[config.mk]
export PLATFORM = sky130hd
export DESIGN_NAME = lights_monitor_flat
export DESIGN_NICKNAME = d
export VERILOG_FILES = /design/src/rtl/lights_pkg.sv /design/src/rtl/lights_monitor_if.sv /design/src/rtl/sat_counter.sv /design/src/rtl/lights_monitor.sv /design/src/flat_wrapper.sv
export SDC_FILE = /design/constraint.sdc
export NUM_CORES = 1
export LEC_CHECK = 0
export CORE_ASPECT_RATIO = 0.5
export CORE_MARGIN = 1.5
export CORE_UTILIZATION = 58
export CTS_CLUSTER_DIAMETER = 80
export DETAILED_ROUTE_END_ITERATION = 7
export GPL_ROUTABILITY_DRIVEN = 0
export PLACE_DENSITY = 0.92
export SLEW_MARGIN = 10
export SYNTH_ARGS = -nofsm -noshare
export SYNTH_HDL_FRONTEND = slang
export SYNTH_HIERARCHICAL = 1
export SYNTH_SLANG_ARGS = --single-unit
[constraint.sdc]
create_clock -name clk -period 4.96 [get_ports clk]
set_input_delay 0.992 -clock clk [delete_from_list [all_inputs] [get_ports clk]]
set_output_delay 0.992 -clock clk [all_outputs]
set_load 0.03 [all_outputs]
[src/rtl/lights_pkg.sv]
// Shared definitions for the LED colour sequencer and its receive-side monitor.
package lights_pkg;

    localparam logic [2:0] COL_MIN = 3'b001;
    localparam logic [2:0] COL_MAX = 3'b110;

    typedef enum logic [1:0] {
        ERR_NONE    = 2'b00,
        ERR_ILLEGAL = 2'b01,
        ERR_SKIP    = 2'b10,
        ERR_NOSYNC  = 2'b11
    } err_code_e;

    typedef enum logic [1:0] {
        SYNC  = 2'd0,
        TRACK = 2'd1,
        FAULT = 2'd2
    } state_e;

    // Next colour in the cyclic sequence 1..6
    function automatic logic [2:0] succ(input logic [2:0] c);
        return (c == COL_MAX) ? COL_MIN : 3'(c + 3'd1);
    endfunction

    function automatic logic is_legal(input logic [2:0] c);
        return (c >= COL_MIN) && (c <= COL_MAX);
    endfunction

endpackage

[src/rtl/lights_monitor_if.sv]
// Colour stream plus decoded status between the LED sequencer side and the monitor.
interface lights_monitor_if #(
    parameter int unsigned COUNT_W = 16,
    parameter int unsigned LAP_W   = 8
);
    logic [2:0]         colour;
    logic               step;
    logic               lap;
    logic               idle;
    logic [COUNT_W-1:0] step_count;
    logic [LAP_W-1:0]   lap_count;
    logic               err;
    logic [1:0]         err_code;
    logic               sync;

    modport master (
        output colour,
        input  step, lap, idle, step_count, lap_count, err, err_code, sync
    );

    modport slave (
        input  colour,
        output step, lap, idle, step_count, lap_count, err, err_code, sync
    );
endinterface

[src/rtl/sat_counter.sv]
// Up-counter that holds at MAX; synchronous reset and clear.
module sat_counter #(
    parameter int unsigned   W   = 8,
    parameter logic [W-1:0]  MAX = '1
) (
    input  logic         clk,
    input  logic         rst,
    input  logic         clr,
    input  logic         inc,
    output logic [W-1:0] count
);

    always_ff @(posedge clk) begin
        if (rst || clr) begin
            count <= '0;
        end else if (inc && (count != MAX)) begin
            count <= count + W'(1);
        end
    end

endmodule

[src/rtl/lights_monitor.sv]
// Receive-side checker for the 3-bit LED colour stream: decodes steps, laps and idle,
// and flags illegal codes, skipped steps and unsynchronised codes.
module lights_monitor
    import lights_pkg::*;
#(
    parameter int unsigned COUNT_W     = 16,
    parameter int unsigned LAP_W       = 8,
    parameter int unsigned IDLE_CYCLES = 8,
    parameter bit          STICKY      = 1'b1
) (
    input  logic             clk,
    input  logic             rst,
    lights_monitor_if.slave  bus
);

    localparam int unsigned HOLD_W = 8;

    state_e      state, state_nxt;
    logic [2:0]  prev, prev_nxt;
    err_code_e   code_q, code_nxt;
    logic        step_q, lap_q, idle_q, err_q, sync_q;
    logic        step_nxt, lap_nxt, idle_nxt;
    logic        hold_inc, hold_clr;
    logic [HOLD_W-1:0] hold_cnt;

    always_ff @(posedge clk) begin
        if (rst) begin
            state  <= SYNC;
            prev   <= COL_MIN;
            code_q <= ERR_NONE;
            step_q <= 1'b0;
            lap_q  <= 1'b0;
            idle_q <= 1'b0;
            err_q  <= 1'b0;
            sync_q <= 1'b0;
        end else begin
            state  <= state_nxt;
            prev   <= prev_nxt;
            code_q <= code_nxt;
            step_q <= step_nxt;
            lap_q  <= lap_nxt;
            idle_q <= idle_nxt;
            err_q  <= (state_nxt == FAULT);
            sync_q <= (state_nxt == TRACK);
        end
    end

    always_comb begin
        state_nxt = state;
        prev_nxt  = prev;
        code_nxt  = code_q;
        step_nxt  = 1'b0;
        lap_nxt   = 1'b0;
        hold_inc  = 1'b0;
        hold_clr  = 1'b1;
        case (state)
            SYNC: begin
                if (bus.colour == COL_MIN) begin
                    state_nxt = TRACK;
                    prev_nxt  = COL_MIN;
                end else if (!is_legal(bus.colour)) begin
                    state_nxt = FAULT;
                    code_nxt  = ERR_ILLEGAL;
                end else begin
                    code_nxt  = ERR_NOSYNC;
                end
            end
            TRACK: begin
                if (bus.colour == prev) begin
                    hold_inc = 1'b1;
                    hold_clr = 1'b0;
                end else if (bus.colour == succ(prev)) begin
                    step_nxt = 1'b1;
                    lap_nxt  = (prev == COL_MAX);
                    prev_nxt = bus.colour;
                end else if (!is_legal(bus.colour)) begin
                    state_nxt = FAULT;
                    code_nxt  = ERR_ILLEGAL;
                end else begin
                    state_nxt = FAULT;
                    code_nxt  = ERR_SKIP;
                end
            end
            FAULT: begin
                if (!STICKY) begin
                    state_nxt = SYNC;
                end
            end
            default: begin
                state_nxt = SYNC;
            end
        endcase
        // hold_cnt is the pre-update value, so idle follows the counter by one edge
        idle_nxt = hold_inc && (hold_cnt == HOLD_W'(IDLE_CYCLES));
    end

    sat_counter #(.W(COUNT_W)) u_step_cnt (
        .clk   (clk),
        .rst   (rst),
        .clr   (1'b0),
        .inc   (step_nxt),
        .count (bus.step_count)
    );

    sat_counter #(.W(LAP_W)) u_lap_cnt (
        .clk   (clk),
        .rst   (rst),
        .clr   (1'b0),
        .inc   (lap_nxt),
        .count (bus.lap_count)
    );

    sat_counter #(.W(HOLD_W), .MAX(HOLD_W'(IDLE_CYCLES))) u_hold_cnt (
        .clk   (clk),
        .rst   (rst),
        .clr   (hold_clr),
        .inc   (hold_inc),
        .count (hold_cnt)
    );

    assign bus.step     = step_q;
    assign bus.lap      = lap_q;
    assign bus.idle     = idle_q;
    assign bus.err      = err_q;
    assign bus.err_code = code_q;
    assign bus.sync     = sync_q;

endmodule

[src/flat_wrapper.sv]
// flat-port wrapper written by rule: the top's interface ports become plain ports
module lights_monitor_flat import lights_pkg::*;
#(
    parameter int unsigned COUNT_W     = 16,
    parameter int unsigned LAP_W       = 8,
    parameter int unsigned IDLE_CYCLES = 8,
    parameter bit          STICKY      = 1'b1
)
  (clk, rst, bus_colour, bus_step, bus_lap, bus_idle, bus_step_count, bus_lap_count, bus_err, bus_err_code, bus_sync);
  lights_monitor_if #(.COUNT_W(COUNT_W), .LAP_W(LAP_W)) bus_i ();
  input  logic clk;
  input  logic rst;
  input wire logic [$bits(bus_i.colour)-1:0] bus_colour;
  output wire logic [$bits(bus_i.step)-1:0] bus_step;
  output wire logic [$bits(bus_i.lap)-1:0] bus_lap;
  output wire logic [$bits(bus_i.idle)-1:0] bus_idle;
  output wire logic [$bits(bus_i.step_count)-1:0] bus_step_count;
  output wire logic [$bits(bus_i.lap_count)-1:0] bus_lap_count;
  output wire logic [$bits(bus_i.err)-1:0] bus_err;
  output wire logic [$bits(bus_i.err_code)-1:0] bus_err_code;
  output wire logic [$bits(bus_i.sync)-1:0] bus_sync;
  assign bus_i.colour = bus_colour;
  assign bus_step = bus_i.step;
  assign bus_lap = bus_i.lap;
  assign bus_idle = bus_i.idle;
  assign bus_step_count = bus_i.step_count;
  assign bus_lap_count = bus_i.lap_count;
  assign bus_err = bus_i.err;
  assign bus_err_code = bus_i.err_code;
  assign bus_sync = bus_i.sync;
  lights_monitor #(.COUNT_W(COUNT_W), .LAP_W(LAP_W), .IDLE_CYCLES(IDLE_CYCLES), .STICKY(STICKY)) u_core (.clk(clk), .rst(rst), .bus(bus_i));
endmodule
# --- Word-level counts from Yosys, hierarchy flattened ---
# Cells that the tools add are included.
totals:
  ff_bits: 44
  latch_bits: 0
  ram_bits: 0
  rom_bits: 0
  in_bits: 5
  out_inout_bits: 31
  wordCells: 70
  mem_count: 0
op_classes:
  addsub: 4
  n_mul: 0
  div_mod_pow: 0
  n_lt_le_gt_ge: 2
  n_eq_ne: 17
  n_shift: 0
  mux: 26
  bitwise: 0
  reduce_logical: 10
ops:
  columns: ["op", "count"]
  rows:
  - ["$mux W2", 9]
  - ["$add A16 B1 Y16 const B", 1]
  - ["$add A8 B1 Y8 const B", 2]
  - ["$ne A16 B16 Y1 const B", 1]
  - ["$mux W3", 4]
  - ["$mux W1", 10]
  - ["$eq A8 B4 Y1 const B", 1]
  - ["$ne A8 B4 Y1 const B", 1]
  - ["$ne A8 B8 Y1 const B", 1]
  - ["$reduce_and A4 Y1", 2]
  - ["$eq A3 B3 Y1", 2]
  - ["$ne A2 B2 Y1 const B", 3]
  - ["$pmux W2 S3", 1]
  - ["$pmux W3 S2", 1]
  - ["$logic_and A1 B1 Y1", 5]
  - ["$eq A2 B1 Y1 const B", 2]
  - ["$eq A2 B2 Y1 const B", 2]
  - ["$ne A2 B1 Y1 const B", 2]
  - ["$pmux W2 S2", 1]
  - ["$add A3 B1 Y3 const B", 1]
  - ["$eq A3 B1 Y1 const B", 1]
  - ["$eq A3 B3 Y1 const B", 1]
  - ["$ge A3 B1 Y1 const B", 1]
  - ["$le A3 B3 Y1 const B", 1]
  - ["3 further kinds", 3]

# --- Logic depth before layout (Yosys ltp) ---
# Gate-level depths: netlist (run 1).
logic_depth:
  word_depth: 7
  depth_mapped: 10
  depth_no_buf: 9

# --- By module ---
# Netlist (run 1), hierarchy kept.
modules_own_cells:
  columns: ["module", "n_inst", "cells_per_inst", "area_per_inst_um2", "seq_area_each_um2"]
  rows:
  - ["sat_counter (u_core.u_step_cnt)", 1, 95, 847.1, 320.3]
  - ["lights_monitor", 1, 76, 663.1, 240.2]
  - ["sat_counter (u_core.u_lap_cnt)", 1, 48, 421.7, 160.2]
  - ["sat_counter (u_core.u_hold_cnt)", 1, 49, 417.9, 160.2]

# --- Worst setup path before layout (run 1) ---
# Ideal clock, no wire load.
synth_path:
  path_kind: "input port to flip-flop"
  startpoint: "input bus_colour[0]"
  endpoint: "register u_core.u_step_cnt.count[14]"
  setup_ns: 0.070
  arrival_ns: 2.997
  required_time_ns: 4.890
  setup_slack_ns: 1.893
  path_stages: 10
  path_buffers: 1
  path_cell_list: "buf_2 -> or3b_1 -> a21oi_2 -> o22a_1 -> nand2_1 -> inv_1 -> nand4_1 -> a41o_1 -> or3_1 -> a21oi_1"
synth_between:
  elab_chain_cells: 5
  word_cells_on_any_way: 6
  classes_between: "2 x eq/ne; 3 x mux; 1 x reduce/logical"
synth_rtl:
  columns: ["item", "line_no", "rtl"]
  rows:
  - ["from (decl)", "flat_wrapper.sv:13", "input wire logic [$bits(bus_i.colour)-1:0] bus_colour;"]
  - ["$eq A3 B3 Y1", "lights_monitor.sv:72", "end else if (bus.colour == succ(prev)) begin"]
  - ["$mux W1", "lights_monitor.sv:72", null]
  - ["$mux W1 (*)", "lights_monitor.sv:69", "if (bus.colour == prev) begin"]
  - ["$mux W1 (*)", "lights_monitor.sv:56", "case (state)"]
  - ["named net u_core.step_nxt", "lights_monitor.sv:22", "logic step_nxt, lap_nxt, idle_nxt;"]
  - ["$logic_and A1 B1 Y1 (*)", "sat_counter.sv:16", "end else if (inc && (count != MAX)) begin"]
  - ["to (signal assigned)", "sat_counter.sv:17", "count <= count + W'(1);"]
  - ["to (decl)", "sat_counter.sv:10", "output logic [W-1:0] count"]
# Mark *: on every way through the listed nets, which the timed path passes. The rest lies on a longest branch.
# A chain may end at the register's enable or synchronous reset.

# --- Final worst setup path (run 1) ---
layout_path:
  startpoint: "input bus_colour[1]"
  endpoint: "register u_core.u_step_cnt.count[10]"
# Same word-level chain as after synthesis.

==> results of run 1 <==
[flip-flops by register name, summed over array words and instances (netlist names), 2 cells and up]
name,flops
u_core/prev,3
u_core/u_step_cnt/count,16
u_core/u_lap_cnt/count,8
u_core/state,2
u_core/bus.err_code,2
u_core/u_hold_cnt/count,8
[where the power goes]
part	internal, W	switching (W)	total, W
clock	0.000114	0.000120	0.000234
sequential	0.000358	0.00000406	0.000362
combinational	0.0000219	0.0000323	0.0000541
total	0.000494	0.000156	0.000650
[routing by layer]
| layer | GRT usage (%) | vias to the layer above | share of wire, % |
|---|---|---|---|
| met5 | 0 | - | 0 |
| met3 | 6.19 | 6 | 5.3 |
| met2 | 41.0 | 76 | 48 |
| met4 | 9.09 | 0 | 0.76 |
| li1 | - | 1074 | - |
| met1 | 27.3 | 1030 | 46 |
[kinds of logic (layout without fill, tap and decap cells)]
family	Yosys count	after routing	synth area share [%]
AND/OR/NAND/NOR	127	127	32.2
multiplexers	6	6	2.56
other	1	7	0.160
AO/OA/AOI/OAI	60	60	18.3
flip-flops	44	44	37.5
buffers and inverters	18	51	3.89
XOR/XNOR	8	8	3.30
adder cells (fa/ha/maj)	4	4	2.13
[worst paths after layout]
kind                                               endpoint  slack [ns]                      start  depth (start not counted)
worst max-delay path            u_core/u_step_cnt/count[10]        1.41              bus_colour[1]                         10
worst min-delay path              u_core/u_lap_cnt/count[1]        0.50  u_core/u_lap_cnt/count[1]                          2
worst max register to register  u_core/u_step_cnt/count[10]        2.33             u_core/prev[0]                          9
worst min register to register    u_core/u_lap_cnt/count[1]        0.50  u_core/u_lap_cnt/count[1]                          2
[worst reg2reg max path, stage by stage, from the launching register on]
cell      delay [ns]
dfxtp_1         0.39
or3b_1          0.41
a21oi_2         0.18
o22a_1          0.22
nand2_1         0.12
inv_1           0.21
nand4_1         0.19
a211oi_1        0.43
a31oi_1         0.15
a41o_1          0.22
[Yosys cell counts, types with 4 or more instances]
cell type  number
a21oi_1        20
a41o_1          4
and4_1          5
dfxtp_1        44
ha_1            4
inv_1           8
mux2i_1         6
nand2_1        24
nand3_1         9
nand4_1        11
nor2_1         24
nor3_1          7
o21ai_0        11
or3_1          10
or4_1           5
xor2_1          6
[area by class of cell]
cell class | instances | area, sq um
clock buffers | 8 | 90.1
fillers | 286 | 1060
inverters | 8 | 30.0
multi-input cells | 212 | 1400
flip-flops and latches | 44 | 881
well taps | 54 | 67.6
repair buffers | 35 | 350
[per-stage QoR]
step                      instance area [sq um]  util, %  power [W]
final                                      2820     72.6   0.000650
after global routing                       2820     72.6   0.000674
after detailed placement                   2730     70.3   0.000424
after CTS                                  2820     72.6   0.000654
after global placement                     2730     70.3   0.000423
after floorplan                            2370        -   0.000408
==> flow_summary.toml, run 1 <==
[setup_path]
slowest_stage = "clkdlybuf4s50_1"
critical_path.cell_chain = "clkdlybuf4s50_1 > or3b_1 > a21oi_2 > o22a_1 > nand2_1 > inv_1 > nand4_1 > a211oi_1 > a31oi_1 > a41o_1"
path_class = "input pin to flop"
cpLargestDelayFamily = "compound AO/OA/AOI/OAI gates"
cp.required_ns = 5.15
worst_path_largest_cell_delay_ns = 0.58
crit_path_end_kind = "flop"
start_kind = "input pin"
cp_num_buf_inv = 2
arrival_ns = 3.74
crit_fanout = 11

[final_layout]
syn_to_final_growth_pct = 20.0
layout_commonest_cell = "dfxtp_1"
finalNonFillerCells = 361
fin_nets = 315
layout_common_cells = "dfxtp_1 (44), clkdlybuf4s50_1 (35), nor2_1 (24), nand2_1 (24), a21oi_1 (20)"
drive_above_1_share_pct = 8.79
insertedDiodeCount = 0

[clocking]
worstSkewPairLatency_ns = 0.29
htree_num_levels = 2
clock_path_buffers = 2
cts_sinks = 44
post_cts_buffers = 0
clk_pin_slew_ns = 0.08
cts-buffers-inserted = 5
cts-root-buf = "clkbuf_8"
cts_resized = 0
cts_tree = "built"
cts_hold_buf = 0

[sta]
final_critical_path_setup_slack_ns = 1.41
tns_ns = 0
setup_viol = 0
clock_skew_ns = 0.00283
slew_headroom_pct = 60.6
tightest_slew_ns = 0.586
fin_crit_ns = 3.55
holdWs_ns = 0.500
hold_viol = 0
drv_slew = 0
grt_setup_unrepaired = "no"
fin_crit_sh_pct = 71.5
fmax_mhz = 282

[logic_synthesis]
syn-mean-instance-area_sq_um = 8.77
syn_area_sq_um = 2350
synth_edf_count = 0
yosysSeqAreaShare_pct = 37.5
synth_cell_types = 67
postSynth.asyncResetShare_pct = 0
ys_seq_elements = 44
synth_ff_type = "dfxtp_1"
synth_top_area_cell = "dfxtp_1"
syn_inst = 268
synth.area.top_cells = "dfxtp_1 (37%), a21oi_1 (4.3%), nand2_1 (3.8%), nor2_1 (3.8%), nand4_1 (2.9%)"
netlist.area_leader.share_pct = 37.5
ys.warnings.count = 6

[route]
first_pass_iters = 4
vias = 2186
wl_per_cell_um = 13.9
vias_per_cell = 6.06
routed_wl_um = 5020
postRouteAntennaNets = 0
drc = 0
drt_iter0_drc = 134

[floorplan]
rows = 16
core_sq_um = 3880
io_pins = 36
die_w_um = 93.0
start_util_pct = 60.5
dieArea_sq_um = 4470
dieHeight_um = 48.0

[placement]
dp_cells = 353
numPortBuffers = 35
dp_hpwl_um = 3610
preCtsSetupSlack_ns = 1.16

[job]
cap_viol_max_count = 0

[min_path]
hold_class = "flop to flop"

[global_routing]
grt_max_degree = 17
grt_pass1_wl_um = 7890
grt_pass1_vias = 1884
grtUsageTotal_pct = 22.8
antenna_found_initial = 0
grt_overflow = 0

[power]
powerDensity_nw_per_um2 = 231
power_leakage_nw = 0.987
vdd.ir_drop.worst_v = 0.000168

[outcome]
run_status = "complete, no violations"
No activity file was read; power rests on OpenSTA's default activity.
==> inputs of run 2 (changes only) <==
--- a/config.mk
+++ b/config.mk
@@ -7,11 +7,11 @@
 export LEC_CHECK = 0
 export CORE_ASPECT_RATIO = 0.5
 export CORE_MARGIN = 1.5
-export CORE_UTILIZATION = 58
+export CORE_UTILIZATION = 48
 export CTS_CLUSTER_DIAMETER = 80
 export DETAILED_ROUTE_END_ITERATION = 7
 export GPL_ROUTABILITY_DRIVEN = 0
-export PLACE_DENSITY = 0.92
+export PLACE_DENSITY = 0.82
 export SLEW_MARGIN = 10
 export SYNTH_ARGS = -nofsm -noshare
 export SYNTH_HDL_FRONTEND = slang
==> constraint.sdc (replaced) <==
create_clock -name clk -period 2.9 [get_ports clk]
set_input_delay 0.58 -clock clk [delete_from_list [all_inputs] [get_ports clk]]
set_output_delay 0.58 -clock clk [all_outputs]
set_load 0.03 [all_outputs]
==> run 2 against run 1 <==
Hold slack improved by 0.0048 ns. Clock skew increased by 0.0055 ns. Register-to-register slack got worse by 1.8 ns. Via count increased by 2.5%. Critical endpoint is now u_core/u_step_cnt/count[14].
==> flow_summary.toml, run 2 (same netlist as run 1, synthesis figures left out) <==
[sta]
slew_headroom_pct = 59.5
clock_skew_ns = 0.00831
fmax_mhz = 363
hold_viol = 0
setup_viol = 0
fin_crit_sh_pct = 95.1
holdWs_ns = 0.504
drv_slew = 0
fin_crit_ns = 2.76
tightest_slew_ns = 0.603
grt_setup_unrepaired = "no"
final_critical_path_setup_slack_ns = 0.142

[setup_path]
rr_worst_depth = 9
start_kind = "input pin"
crit_path_end_kind = "flop"
rrSetupSlack_ns = 0.58
crit_fanout = 6
worst_path_largest_cell_delay_ns = 0.55
reg2reg_to = "u_core/u_step_cnt/count[14]"
cp.depth = 10
arrival_ns = 2.98
critical_path.cell_chain = "clkdlybuf4s50_1 > or3b_1 > a21oi_2 > o22a_1 > nand2_1 > inv_1 > nand4_1 > a41o_1 > or3_1 > a21oi_1"
cpLargestDelayFamily = "simple AND/OR/NAND/NOR gates"
worstReg2RegStart = "u_core/prev[0]"
path_class = "input pin to flop"
critPathLaunch = "bus_colour[0]"
crit_path_end = "u_core/u_step_cnt/count[14]"
slowest_stage = "clkdlybuf4s50_1"
cp_num_buf_inv = 2
cp.required_ns = 3.12

[clocking]
cts_sinks = 44
cts-buffers-inserted = 5
htree_num_levels = 2
post_cts_buffers = 0
cts_hold_buf = 0
cts_tree = "built"
cts-root-buf = "clkbuf_8"
clock_path_buffers = 2
cts_resized = 0
clk_pin_slew_ns = 0.08
worstSkewPairLatency_ns = 0.29

[placement]
placed_area_sq_um = 2890
numPortBuffers = 35
dp_hpwl_um = 3830
preCtsSetupSlack_ns = -0.160

[final_layout]
fin_nets = 334
regMostFlops = "u_core/u_step_cnt/count"
syn_to_final_growth_pct = 27.6
n_fill_cell = 373
reg_top3 = "u_core/u_step_cnt/count x16, u_core/u_hold_cnt/count x8, u_core/u_lap_cnt/count x8"
layout_common_cells = "dfxtp_1 (44), clkdlybuf4s50_1 (35), nor2_1 (24), nand2_1 (24), a21oi_1 (20)"
insertedDiodeCount = 0
largest_reg_flops = 16
layout_commonest_cell = "dfxtp_1"
multi_input_area_sq_um = 1400
regArea_sq_um = 881
drive_above_1_share_pct = 14.7
stdcell_area_sq_um = 3000

[floorplan]
die_w_um = 102
dieArea_sq_um = 5350
dieHeight_um = 52.5
core_sq_um = 4550
io_pins = 36
rows = 17
start_util_pct = 51.6

[route]
drt_iter0_drc = 79
vias = 2241
drc = 0
vias_per_cell = 5.72
postRouteAntennaNets = 0
wl_per_cell_um = 13.4
first_pass_iters = 4
routed_wl_um = 5270

[global_routing]
grtUsageTotal_pct = 20.5
grt_pass1_vias = 1992
grt_max_degree = 16
antenna_found_initial = 0
grt_pass1_wl_um = 8590
grt_overflow = 0

[power]
p_sw_share_pct = 23.1
power.internal_w = 0.000913
power_frac_seq_pct = 52.3
powerDensity_nw_per_um2 = 396
vdd.ir_drop.worst_v = 0.000230
power_w = 0.00119
switchingPower_w = 0.000274
combPwrFrac_pct = 8.5
power_leakage_nw = 1.09
clockPowerShare_pct = 39.2

[min_path]
worstHoldPathCells = 2
hold_class = "flop to flop"

[job]
cap_viol_max_count = 0

[outcome]
run_status = "complete, no violations"
[run 2: cell types whose count changed in the layout (fill, tap and decap cells not counted)]
cell,change
clkbuf_1,-2
bufinv_16,+1
clkbuf_8,-1
clkinv_2,+1
clkinvlp_4,+1
buf_4,+19
[run 2: area by class of cell]
class                      instances  area share, %
timing repair buffer              54           16.4
inverter                           8           1.00
clock buffer                       5           2.30
tap                               66           2.75
multi-input combinational        212           46.7
clock inverter                     3           1.42
sequential                        44           29.4
[run 2: worst min path at each step]
| stage | startpoint | endpoint | slack (ns) |
|---|---|---|---|
| after floorplan | u_core/u_hold_cnt/count[7] | u_core/u_hold_cnt/count[7] | 0.47 |
| after global placement | u_core/u_lap_cnt/count[1] | u_core/u_lap_cnt/count[1] | 0.48 |
| after detailed placement | u_core/u_hold_cnt/count[7] | u_core/u_hold_cnt/count[7] | 0.50 |
| after CTS | u_core/u_hold_cnt/count[7] | u_core/u_hold_cnt/count[7] | 0.51 |
| after global routing | u_core/u_lap_cnt/count[1] | u_core/u_lap_cnt/count[1] | 0.53 |
| final | u_core/u_hold_cnt/count[7] | u_core/u_hold_cnt/count[7] | 0.50 |
[run 2: metal layers]
metal	GRT usage [%]	wire length, um	vias up
li1	-	-	1110
met3	4.40	177	5
met5	0	0	-
met4	5.02	34	0
met1	24.4	2530	1070
met2	38.1	2520	56
[run 2: stage by stage]
step                cells  TNS, ns  utilization, %
CTS                   392        0            65.9
finish                392        0            65.9
global route          392        0            65.9
global placement      384  -0.0698            63.4
detailed placement    384   -0.531            63.4
floorplan             274        0               -
[run 2: worst min-delay path, cell delays in order, from the launching register on]
cell	delay, ns
dfxtp_1	0.33
o21ai_0	0.07
a21oi_1	0.06
[run 2: power groups by stage]
stage,combinational [W],sequential (W),clock (W)
after floorplan,0.0000515,0.000646,0
after global placement,0.0000985,0.000634,0
after detailed placement,0.0000997,0.000634,0
after CTS,0.000101,0.000620,0.000475
after global routing,0.000110,0.000621,0.000496
final,0.000101,0.000620,0.000465
